`config.mk`:
```
export PLATFORM = sky130hd
export DESIGN_NAME = wb_arbiter
export DESIGN_NICKNAME = d
export VERILOG_FILES = /design/src/rtl/wb_pkg.sv /design/src/rtl/wb_fifo.sv /design/src/rtl/wb_arbiter.sv
export SDC_FILE = /design/constraint.sdc
export NUM_CORES = 1
export LEC_CHECK = 0
export ABC_AREA = 1
export BUFFER_PORTS_ARGS = -buffer_cell sky130_fd_sc_hd__clkbuf_2
export CAP_MARGIN = 20
export CORE_AREA = 10 10 173 175
export DETAILED_ROUTE_END_ITERATION = 6
export DIE_AREA = 0 0 183 185
export PLACE_DENSITY = 0.79
export SLEW_MARGIN = 10
export SYNTH_ARGS = -nofsm -noshare
export SYNTH_HDL_FRONTEND = slang
export SYNTH_SLANG_ARGS = --single-unit
```
`constraint.sdc`:
```
create_clock -name clk -period 3.2 [get_ports clk]
set_input_delay 0.48 -clock clk [delete_from_list [all_inputs] [get_ports clk]]
set_output_delay 0.48 -clock clk [all_outputs]
set_load 0.02 [all_outputs]
```
`src/rtl/wb_pkg.sv`:
```
// Shared definitions for the writeback arbiter: selector encodings and the
// queued-entry layout at the core's default widths.
package wb_pkg;

  localparam logic [1:0] SEL_NONE = 2'b00;
  localparam logic [1:0] SEL_PC   = 2'b01;
  localparam logic [1:0] SEL_GPR  = 2'b10;
  localparam logic [1:0] SEL_FPR  = 2'b11;

  localparam int WB_XLEN = 32;
  localparam int WB_RW   = 5;

  typedef struct packed {
    logic [1:0]         sel;
    logic [WB_XLEN-1:0] data;
    logic [WB_RW-1:0]   rd;
  } wb_entry_t;

endpackage

```
`src/rtl/wb_fifo.sv`:
```
// Small per-channel FIFO. Pushes are ignored when full and pops when empty;
// storage is not reset, only pointers and count.
module wb_fifo #(
  parameter int DEPTH = 2,
  parameter int W     = 8
) (
  input  logic         clk,
  input  logic         rstn,
  input  logic         push,
  input  logic         pop,
  input  logic [W-1:0] din,
  output logic [W-1:0] dout,
  output logic         empty,
  output logic         full
);

  localparam int AW = $clog2(DEPTH);

  logic [W-1:0]  mem [DEPTH];
  logic [AW-1:0] wptr;
  logic [AW-1:0] rptr;
  logic [AW:0]   count;
  logic          do_push;
  logic          do_pop;

  assign do_push = push && !full;
  assign do_pop  = pop && !empty;

  always_ff @(posedge clk) begin
    if (do_push) mem[wptr] <= din;
  end

  always_ff @(posedge clk) begin
    if (!rstn) begin
      wptr  <= '0;
      rptr  <= '0;
      count <= '0;
    end else begin
      if (do_push) wptr <= wptr + 1'b1;
      if (do_pop)  rptr <= rptr + 1'b1;
      case ({do_push, do_pop})
        2'b10:   count <= count + 1'b1;
        2'b01:   count <= count - 1'b1;
        default: ;
      endcase
    end
  end

  assign dout  = mem[rptr];
  assign empty = (count == '0);
  assign full  = (count == (AW+1)'(DEPTH));

endmodule

```
`src/rtl/wb_arbiter.sv`:
```
// Commit-stage writeback arbiter: NCH queued result channels, one commit per
// cycle, PC redirects first, otherwise round-robin.
module wb_arbiter
  import wb_pkg::*;
#(
  parameter int NCH   = 3,
  parameter int DEPTH = 2,
  parameter int XLEN  = 32,
  parameter int RW    = 5
) (
  input  logic              clk,
  input  logic              rstn,
  input  logic [NCH-1:0]    in_valid,
  output logic [NCH-1:0]    in_ready,
  input  logic [2*NCH-1:0]  in_sel,
  input  logic [XLEN*NCH-1:0] in_data,
  input  logic [RW*NCH-1:0] in_rd,
  output logic [NCH-1:0]    done,
  output logic              pcenable,
  output logic [XLEN-1:0]   next_pc,
  output logic              wgenable,
  output logic [RW-1:0]     wgreg,
  output logic [XLEN-1:0]   wgdata,
  output logic              wfenable,
  output logic [RW-1:0]     wfreg,
  output logic [XLEN-1:0]   wfdata,
  output logic              busy
);

  localparam int PW = (NCH > 1) ? $clog2(NCH) : 1;
  localparam int EW = 2 + XLEN + RW;

  // Same field order as wb_entry_t, sized by this instance's parameters.
  typedef struct packed {
    logic [1:0]      sel;
    logic [XLEN-1:0] data;
    logic [RW-1:0]   rd;
  } entry_t;

  entry_t         head [NCH];
  logic [NCH-1:0] empty;
  logic [NCH-1:0] full;
  logic [NCH-1:0] push;
  logic [NCH-1:0] pop;
  logic [PW-1:0]  rr_ptr;

  for (genvar i = 0; i < NCH; i++) begin : g_ch
    entry_t din;
    assign din = '{sel: in_sel[2*i +: 2], data: in_data[XLEN*i +: XLEN], rd: in_rd[RW*i +: RW]};

    wb_fifo #(.DEPTH(DEPTH), .W(EW)) u_fifo (
      .clk   (clk),
      .rstn  (rstn),
      .push  (push[i]),
      .pop   (pop[i]),
      .din   (din),
      .dout  (head[i]),
      .empty (empty[i]),
      .full  (full[i])
    );
  end

  assign in_ready = ~full;
  assign push     = in_valid & in_ready;
  assign busy     = |(~empty);

  // Stage p0: combinational arbitration over the FIFO heads
  logic          gnt_vld_p0;
  logic          gnt_pc_p0;
  logic [PW-1:0] gnt_p0;
  entry_t        gnt_ent_p0;
  int            idx;

  always_comb begin
    gnt_vld_p0 = 1'b0;
    gnt_pc_p0  = 1'b0;
    gnt_p0     = '0;
    idx        = 0;
    for (int i = NCH - 1; i >= 0; i--) begin
      if (!empty[i] && head[i].sel == SEL_PC) begin
        gnt_pc_p0 = 1'b1;
        gnt_p0    = PW'(i);
      end
    end
    gnt_vld_p0 = gnt_pc_p0;
    if (!gnt_pc_p0) begin
      for (int k = NCH - 1; k >= 0; k--) begin
        idx = int'(rr_ptr) + k;
        if (idx >= NCH) idx = idx - NCH;
        if (!empty[idx]) begin
          gnt_vld_p0 = 1'b1;
          gnt_p0     = PW'(idx);
        end
      end
    end
  end

  assign gnt_ent_p0 = head[gnt_p0];

  always_comb begin
    pop = '0;
    if (gnt_vld_p0) pop[gnt_p0] = 1'b1;
  end

  // Stage p1: registered commit strobes, indices and data
  always_ff @(posedge clk) begin
    if (!rstn) begin
      rr_ptr   <= '0;
      done     <= '0;
      pcenable <= 1'b0;
      next_pc  <= '0;
      wgenable <= 1'b0;
      wgreg    <= '0;
      wgdata   <= '0;
      wfenable <= 1'b0;
      wfreg    <= '0;
      wfdata   <= '0;
    end else begin
      done     <= '0;
      pcenable <= 1'b0;
      wgenable <= 1'b0;
      wfenable <= 1'b0;
      if (gnt_vld_p0) begin
        done[gnt_p0] <= 1'b1;
        if (!gnt_pc_p0) rr_ptr <= (gnt_p0 == PW'(NCH - 1)) ? '0 : gnt_p0 + 1'b1;
        case (gnt_ent_p0.sel)
          SEL_PC: begin
            pcenable <= 1'b1;
            next_pc  <= gnt_ent_p0.data;
          end
          SEL_GPR: begin
            wgenable <= (gnt_ent_p0.rd != '0);
            wgreg    <= gnt_ent_p0.rd;
            wgdata   <= gnt_ent_p0.data;
          end
          SEL_FPR: begin
            wfenable <= 1'b1;
            wfreg    <= gnt_ent_p0.rd;
            wfdata   <= gnt_ent_p0.data;
          end
          default: ;
        endcase
      end
    end
  end

endmodule

```
After elaboration in Yosys (flattened, before gate mapping). Memory sizes are Yosys's and may differ from the RTL's. A register that Yosys moved wholly into a read port is not among the register bits. Cells that the tools add are included.

$lt $le $gt $ge: 9. Reductions and logical operators: 30. Bitwise gates (word level): 5. Equality and inequality tests: 16. Multiplexer cells: 53. $add $sub $neg: 18.

Operators by type and width (number): $mux W32 (6); $lt A32 B4 Y1 const B (3); $bmux W39 S2 (1); $mux W39 (2); $mux W1 (28); $eq A2 B2 Y1 const B (9); $mux W2 (8); $eq A2 B1 Y1 const B (7); $pmux W2 S2 (3); $logic_and A1 B1 Y1 (10); $reduce_and A2 Y1 (5); $add A2 B1 Y2 const B (4); $sub A3 B2 Y4 const B (2); $add A1 B1 Y1 const B (6); $bmux W1 S2 (3); $ge A3 B2 Y1 const B (2); $logic_not A1 Y1 (6); $logic_not A2 Y1 (3); $not A3 Y3 (2); $reduce_bool A2 Y1 (3); $sub A2 B1 Y2 const B (3); $reduce_bool A5 Y1 (1); $add A2 B1 Y3 const B (1); $add A2 B2 Y3 const B (1); other kinds (12) (12).

Input port bits: 122. Memory bits (writable): 234. Memories: 3. Register bits after elaboration: 126. Word-level logic and storage cells: 153.

Memories: g_ch[0].u_fifo.mem (words 2, width 39, read ports 1, clocked after Yosys merged registers in 1, write ports 1, line wb_fifo.sv:19) `logic [W-1:0] mem [DEPTH];`; g_ch[1].u_fifo.mem (words 2, width 39, read ports 1, clocked after Yosys merged registers in 1, write ports 1, line wb_fifo.sv:19); g_ch[2].u_fifo.mem (words 2, width 39, read ports 1, clocked after Yosys merged registers in 1, write ports 1, line wb_fifo.sv:19).

Longest topological paths before layout. Gate-level depths: netlist (run 1).

Depth after elaboration: 22. Gate-level depth with buffers: 21.

Hierarchy. Synthesis (run 1) repeated with hierarchy kept, for this count alone.

Cells, all modules: 1382. Area total of the unflattened synthesis: 14888.0 sq um.

Modules (own cells, without submodules): wb_fifo (times used 3, area an instance 3106.7 sq um, cells an instance 161); wb_arbiter (times used 1, area an instance 5567.8 sq um, cells an instance 899).

Least setup slack after synthesis (run 1). Ideal clock, no wire load.

Path kind: flip-flop to flip-flop. From: register g_ch[0].u_fifo.count[0]. To: memory g_ch[0].u_fifo.mem[1][0] (netlist name) (enable). Arrival time: 2.434 ns. Setup time: 0.437 ns. Data required time: 2.763 ns. Cell stages (with the launch flop): 5. Path buffers: 0. Slack: 0.329 ns. Cell sequence: dfxtp_1 -> inv_1 -> nand2_1 -> nand2_1 -> nor2_1.

Cells in the longest elaborated chain, start to end: 6. Elaborated cells between the ends (all ways): 7. Classes of those cells: eq/ne (1); mux (2); bitwise (2); reduce/logical (2).

RTL lines: from (decl) (line wb_fifo.sv:22) `logic [AW:0] count;`; from (signal assigned) (line wb_fifo.sv:42) `2'b10: count <= count + 1'b1;`; from (signal assigned) (line wb_fifo.sv:43) `2'b01: count <= count - 1'b1;`; $eq A2 B2 Y1 (line wb_fifo.sv:51) `assign full = (count == (AW+1)'(DEPTH));`; $not A3 Y3 (line wb_arbiter.sv:63) `assign in_ready = ~full;`; net in_ready[0] (line wb_arbiter.sv:14) `output logic [NCH-1:0] in_ready,`; $and A3 B3 Y3 (line wb_arbiter.sv:64) `assign push = in_valid & in_ready;`; $logic_and A1 B1 Y1 (line wb_fifo.sv:26) `assign do_push = push && !full;`; $mux W1 (line wb_fifo.sv:30) `if (do_push) mem[wptr] <= din;`; $mux W1 (not written as such) (line wb_fifo.sv:30); to (decl) (line wb_fifo.sv:19).

The timed path passes the listed nets, and every way through them passes these cells.

Worst setup path after layout (run 1).
From: register rr_ptr[0]. To: register g_ch[0].u_fifo.count[1].

Cells in the longest elaborated chain, start to end: 19. Elaborated cells between the ends (all ways): 42. Classes of those cells: add/sub (5); order compare (5); eq/ne (2); mux (27); reduce/logical (3).

RTL lines: from (decl) (line wb_arbiter.sv:45) `logic [PW-1:0] rr_ptr;`; from (signal assigned) (line wb_arbiter.sv:125) `if (!gnt_pc_p0) rr_ptr <= (gnt_p0 == PW'(NCH - 1)) ? '0 : gnt_p0 + 1'b1;`; $add A2 B2 Y3 (line wb_arbiter.sv:88) `idx = int'(rr_ptr) + k;`; $sub A3 B2 Y4 / $ge A3 B2 Y1 (equally long branches) (line wb_arbiter.sv:89) `if (idx >= NCH) idx = idx - NCH;`; $mux W32 (line wb_arbiter.sv:89); $mux W32 (line wb_arbiter.sv:86) `if (!gnt_pc_p0) begin`; $bmux W1 S2 (line wb_arbiter.sv:90) `if (!empty[idx]) begin`; $mux W1 (not written as such) (2 in series) (line wb_arbiter.sv:90); $mux W2 (3 in series) (line wb_arbiter.sv:90); $mux W2 (line wb_arbiter.sv:86); $lt A2 B3 Y1 (not written as such) / $ge A2 B1 Y1 (equally long branches) (line wb_arbiter.sv:102) `if (gnt_vld_p0) pop[gnt_p0] = 1'b1;`; $logic_and A1 B1 Y1 (not written as such) (line wb_arbiter.sv:102); $mux W1 (not written as such) (line wb_arbiter.sv:102); $demux W1 S2 (line wb_arbiter.sv:102); $mux W3 (*) (line wb_arbiter.sv:102); $logic_and A1 B1 Y1 (*) (line wb_fifo.sv:27) `assign do_pop = pop && !empty;`; net g_ch[0].u_fifo.do_pop (line wb_fifo.sv:24) `logic do_pop;`; $eq A2 B1 Y1 / $eq A2 B2 Y1 (equally long branches) (line wb_fifo.sv:41) `case ({do_push, do_pop})`; $pmux W2 S2 / $reduce_bool A2 Y1 (equally long branches).

The timed path passes the listed nets; every way through them passes the cells marked *. The select of a mux whose other input is x is not followed. A chain may end at the register's enable or synchronous reset.

==> results.toml, run 1 <==
[run_status]
outcome = "completed"

[floorplan]
fp.dieW_um = 183
core_um2 = 26600
start_util_pct = 55.1
die_area_um2 = 33900
num_io_pins = 238
core.rowCount = 60
fp.dieH_um = 185

[synth]
synthCells = 1444
ys_ff_latch = 363
yosys_warnings = 0
syn_area_per_cell_um2 = 10.1
syn_area_um2 = 14700
ys_seq_area_share_pct = 65.6
syn_nets = 1571
synth_cell_types = 31

[clock_network]
clk_latency_ns = 0.52
cts_tree = "done"
cts_root_buffer = "clkbuf_16"
hold_buffers = 0
cts.sinks = 363
h-tree-depth = 2
numCtsBuffers = 38
cts.path.max_buffers = 3
cts_setup_buffers = 0
path_clk_slew_ns = 0.06

[worst_setup_path]
path_class = "register to register"
crit_required_ns = 3.63
r2r_setup_slack_ns = 0.24
cp-start-kind = "register"
cp-end-kind = "register"
crit_fanout = 19
crit_arrival_ns = 3.39

[sta]
hold_violations = 0
finClkSkew_ns = 0.0131
drv_slew = 0
min_period_ns = 2.96
finalSetupViolCount = 0
fin_crit_sh_pct = 92.5
max_clock_freq_ghz = 0.338
tightest_slew_ns = 0.685
fin_hold_ws_ns = 0.142
rsz0062_at_grt = "false"
setup_tns_ns = 0
relSlewSlack_pct = 54.4
fin_ws_ns = 0.241

[global_routing]
overflow = 0
grt_use_total_pct = 20.7
antenna_found_initial = 7
grt_pass1_vias = 10200
grt_max_degree = 76
grt_pass1_wl_um = 55300

[placed_design]
pre_cts_slack_ns = 0.297
dpl.hpwl_um = 25200
gp_congestion = 0.894
portBuffers = 237

[hold_path]
holdCritPathClass = "primary input to register"

[run]
max_cap_violations = 0

[drt]
firstDrtPassIters = 5
avgRoutedWirePerCell_um = 17.6
drcViolationCount = 0
via_count = 10600
ant_nets = 0
via_per_inst = 5.17
drt_iter0_markers = 1052
drt-total-wl_um = 36000

[finish]
drive_gt1_share_pct = 20.2
fin_nets = 1795
area_delta_synth_final_pct = 18.9
[cell families after synthesis]
group / after synthesis / synth area share [%]
adder cells (fa/ha/maj): 5 / 0.427
AND/OR/NAND/NOR: 723 / 20.2
multiplexers: 74 / 5.06
AO/OA/AOI/OAI: 69 / 2.96
flip-flops: 363 / 65.6
buffers and inverters: 210 / 5.76
[through the flow]
step / util [%] / area, um^2 / cells
after floorplan: - / 14700 / 1444
after global placement: 60.8 / 16200 / 1969
after detailed placement: 60.8 / 16200 / 1969
after CTS: 65.5 / 17400 / 2038
after global routing: 65.5 / 17400 / 2040
final: 65.6 / 17400 / 2043
[repair_timing]
action	4_1_cts	5_1_grt
resized for setup	0	2
endpoints found under the hold margin	0	0
endpoints found under the setup margin	0	9
[per-layer routing]
layer	track usage [%]	share of wire (%)	wire length (um)	vias up
met4	7.28	2.6	939	4
met3	6.05	9.6	3450	64
met2	30.8	44	15900	428
li1	-	-	-	5215
met5	0	0.094	34	-
met1	28.2	44	15700	4851
[path summary, 6_finish.rpt]
kind,from,to,depth (start not counted)
hold / removal,in_data[41],g_ch[1].u_fifo.mem[0][14]$_DFFE_PP_,1
setup / recovery,rr_ptr[0]$_SDFFE_PN0P_,g_ch[0].u_fifo.count[1]$_SDFFE_PN0P_,19
setup reg to reg,rr_ptr[0]$_SDFFE_PN0P_,g_ch[0].u_fifo.count[1]$_SDFFE_PN0P_,19
hold reg to reg,g_ch[0].u_fifo.rptr$_SDFFE_PN0P_,register,1
[final cells by class]
type / count / area, um^2
Antenna cell: 5 / 12.5
Clock buffer: 50 / 1070
Clock inverter: 19 / 164
Fill cell: 2068 / 9150
Inverter: 136 / 510
Multi-Input combinational cell: 871 / 4250
Sequential cell: 363 / 9610
Tap cell: 341 / 427
Timing Repair Buffer: 258 / 1380
[critical path, cell delays in order (launching register included)]
cell,delay [ns]
dfxtp_1,0.34
inv_1,0.07
ha_1,0.34
inv_1,0.12
nand2_1,0.08
nand3_1,0.10
nand2_1,0.08
clkinv_1,0.06
nand2_1,0.08
nand2_2,0.13
nand2_2,0.11
nand2_4,0.20
inv_2,0.09
nor2_1,0.15
nand2_1,0.12
inv_1,0.12
ha_1,0.26
nor2_1,0.15
a21oi_1,0.08
nor3_1,0.19
[state kept, by name, indices dropped and copies added (netlist names), 2 cells and up, named ones only]
register	flops
done	3
g_ch.u_fifo.count	6
g_ch.u_fifo.mem	234
g_ch.u_fifo.rptr	3
g_ch.u_fifo.wptr	3
next_pc	32
rr_ptr	2
wfdata	32
wfreg	5
wgdata	32
wgreg	5
[synth_stat cells]
master    instances  area share [%]
nand2_1         404              10
edfxtp_1        234              48
nor2_1          169             4.3
dfxtp_1         129              18
inv_1           128             3.3
nand3_1         121             4.1
mux2i_1          74             5.1
o211ai_1         32             1.6
buf_2            30             1.0
clkbuf_1         27            0.69
a21oi_1          20            0.68
buf_1            14            0.36
nor3_1            8            0.27
o21ai_0           8            0.27
inv_2             7            0.18
o21ai_1           6            0.20
ha_1              5            0.43
nand2_2           5            0.21
and3_1            3            0.13
nand3b_1          3            0.15
buf_6             2            0.15
nand2_4           2            0.15
nand3_2           2            0.14
nand4_1           2           0.085
nor2_2            2           0.085
nor2_4            2            0.15
a211oi_1          1           0.051
a21oi_2           1           0.060
buf_4             1           0.051
clkinv_1          1           0.026
o21a_1            1           0.051
[placed cells by master (no fill, tap or decap), types with 3 or more instances in the layout]
cell and n:
nand2_1 404, clkbuf_2 236, edfxtp_1 234, nor2_1 163, inv_1 128, dfxtp_1 127, nand3_1 121, mux2i_1 74
clkbuf_16 41, o211ai_1 32, a21oi_1 20, buf_4 18, nor2_4 8, o21ai_0 8, nor3_1 8, clkbuf_1 8
inv_2 7, clkinv_2 7, o21ai_1 6, clkinv_1 6, diode_2 5, nand2_2 5, ha_1 5, nand3b_1 3
and3_1 3, inv_6 3
Power of run 1 is not shown: default switching activity piles up to over one toggle a cycle in this logic, so the estimate is an artifact.
==> run 2: changes to the inputs <==
--- a/config.mk
+++ b/config.mk
@@ -8,10 +8,10 @@
 export ABC_AREA = 1
 export BUFFER_PORTS_ARGS = -buffer_cell sky130_fd_sc_hd__clkbuf_2
 export CAP_MARGIN = 20
-export CORE_AREA = 10 10 173 175
+export CORE_AREA = 10 10 181 183
 export DETAILED_ROUTE_END_ITERATION = 6
-export DIE_AREA = 0 0 183 185
-export PLACE_DENSITY = 0.79
+export DIE_AREA = 0 0 191 193
+export PLACE_DENSITY = 0.75
 export SLEW_MARGIN = 10
 export SYNTH_ARGS = -nofsm -noshare
 export SYNTH_HDL_FRONTEND = slang
==> constraint.sdc (replaced) <==
create_clock -name clk -period 2.49 [get_ports clk]
set_input_delay 0.3735 -clock clk [delete_from_list [all_inputs] [get_ports clk]]
set_output_delay 0.3735 -clock clk [all_outputs]
set_load 0.02 [all_outputs]
==> run 2 against run 1 <==
Against the previous run:
- the run now ends with negative setup slack left
- core utilization is 0.80 points lower
- via count is 6.0% higher
- final cell count is 5.5% higher
- worst hold slack worse by 0.10 ns
- critical path depth stayed put
- first-iteration DRC count is 11% lower
- critical path type unchanged
==> results.toml, run 2 (same netlist as run 1, synthesis figures left out) <==
[run_status]
outcome = "finished, violations left"
violations = "negative setup slack"

[clock_network]
hold_buffers = 0
cts_tree = "done"
cts.sinks = 363
cts_root_buffer = "clkbuf_16"
cts.path.max_buffers = 3
numCtsBuffers = 39
clk_latency_ns = 0.52
path_clk_slew_ns = 0.06
h-tree-depth = 2

[placed_design]
dpl.cell_count = 2038
portBuffers = 237
dpl.hpwl_um = 26200
gp_congestion = 0.899
pre_cts_slack_ns = -0.181

[sta]
finClkSkew_ns = 0.0121
tightest_slew_ns = 0.691
rsz0062_at_grt = "true"
max_clock_freq_ghz = 0.376
hold_violations = 0
fin_ws_ns = -0.170
fin_crit_sh_pct = 107
relSlewSlack_pct = 53.9
finalSetupViolCount = 76
drv_slew = 0
min_period_ns = 2.66

[finish]
fin_nets = 1863
final_cells = 2155
largest_reg_flops = 234
regMostFlops = "g_ch.u_fifo.mem"
drive_gt1_share_pct = 29.7
most-common-layout-cells = "nand2_1, clkbuf_2, edfxtp_1"
final_common_cell = "nand2_1"
area_delta_synth_final_pct = 29.3

[floorplan]
start_util_pct = 50.1
num_io_pins = 238
core.rowCount = 63
core_um2 = 29200
fp.dieH_um = 193
die_area_um2 = 36900
fp.dieW_um = 191

[hold_path]
worstHoldPathCells = 1
holdCritPathClass = "primary input to register"

[worst_setup_path]
crit_arrival_ns = 3.06
crit_chain = "inv_2 > ha_4 > nand2_2 > nand3_2 > nand2_2 > a21oi_2 > nand2_2 > nand2_4 > nand2_4 > buf_12 > nand2_4 > nand3_4 > buf_6 > a21oi_4 > buf_12 > clkbuf_16 > nand3_2 > nand2_1 > nor2_1"
slowest_stage = "dfxtp_2"
cp-end-kind = "register"
crit_fanout = 7
path_class = "register to register"
r2r_setup_slack_ns = -0.17
cpPeakStageDelay_ns = 0.36
reg2reg_depth = 19
cp-start-kind = "register"
crit_buf_inv = 5
path_depth = 19
crit_required_ns = 2.89
crit_family = "simple AND/OR/NAND/NOR gates"

[run]
max_cap_violations = 0

[drt]
via_per_inst = 5.20
drt_iter0_markers = 940
ant_nets = 0
drt-total-wl_um = 41900
drcViolationCount = 0
firstDrtPassIters = 5
via_count = 11200
avgRoutedWirePerCell_um = 19.4

[global_routing]
grt_pass1_wl_um = 58400
overflow = 0
grt_use_total_pct = 20.3
grt_pass1_vias = 10600
antenna_found_initial = 5
grt_max_degree = 92
run 2: cell types whose count changed in the layout (fill, tap and decap cells not counted), sizes merged:
cell	delta
bufinv	-2
diode	-1
clkbuf	+12
buf	+55
inv	-1
run 2: per-stage QoR:
stage,util (%),hold WS (ns),TNS [ns],cell area [um^2]
final,64.8,0.0395,-6.48,18900
after detailed placement,56.7,0.435,-12.25,16600
after global placement,56.7,0.434,-3.36,16600
after global routing,64.7,0.0307,-17.93,18900
after floorplan,-,0.426,0,14700
after CTS,62.1,0.0221,-0.00962,18200
run 2: cell type report:
class	instances	area, um^2
Fill cell	2256	10300
Sequential cell	363	9620
Multi-Input combinational cell	871	4710
Timing Repair Buffer	325	2470
Clock buffer	50	1030
Inverter	136	526
Tap cell	390	488
Clock inverter	16	85.1
Antenna cell	4	10.0
run 2: worst paths after layout:
kind,from,endpoint
worst max-delay path,rr_ptr[0]$_SDFFE_PN0P_,wgdata[3]$_SDFFE_PN0P_
worst min-delay path,in_data[57],g_ch[1].u_fifo.mem[0][30]$_DFFE_PP_
worst max register to register,rr_ptr[0]$_SDFFE_PN0P_,wgdata[3]$_SDFFE_PN0P_
worst min register to register,g_ch[2].u_fifo.rptr$_SDFFE_PN0P_,register
run 2: metal layers:
metal | track usage, % | wire (um) | share of wire [%] | vias to the layer above
met4 | 7.09 | 1580 | 3.8 | 4
met1 | 27.1 | 16900 | 40 | 5236
met2 | 32.2 | 19700 | 47 | 510
met5 | 0 | 34 | 0.081 | -
li1 | - | - | - | 5356
met3 | 4.44 | 3680 | 8.8 | 94
run 2: timing repair:
action                                  4_1_cts  5_1_grt
pin swaps                                    14       23
endpoints found under the setup margin      111      113
gates resized for setup                      46      108
setup buffers                                14       15
cloned                                        7       17
Power of run 2 is left out for the same reason.
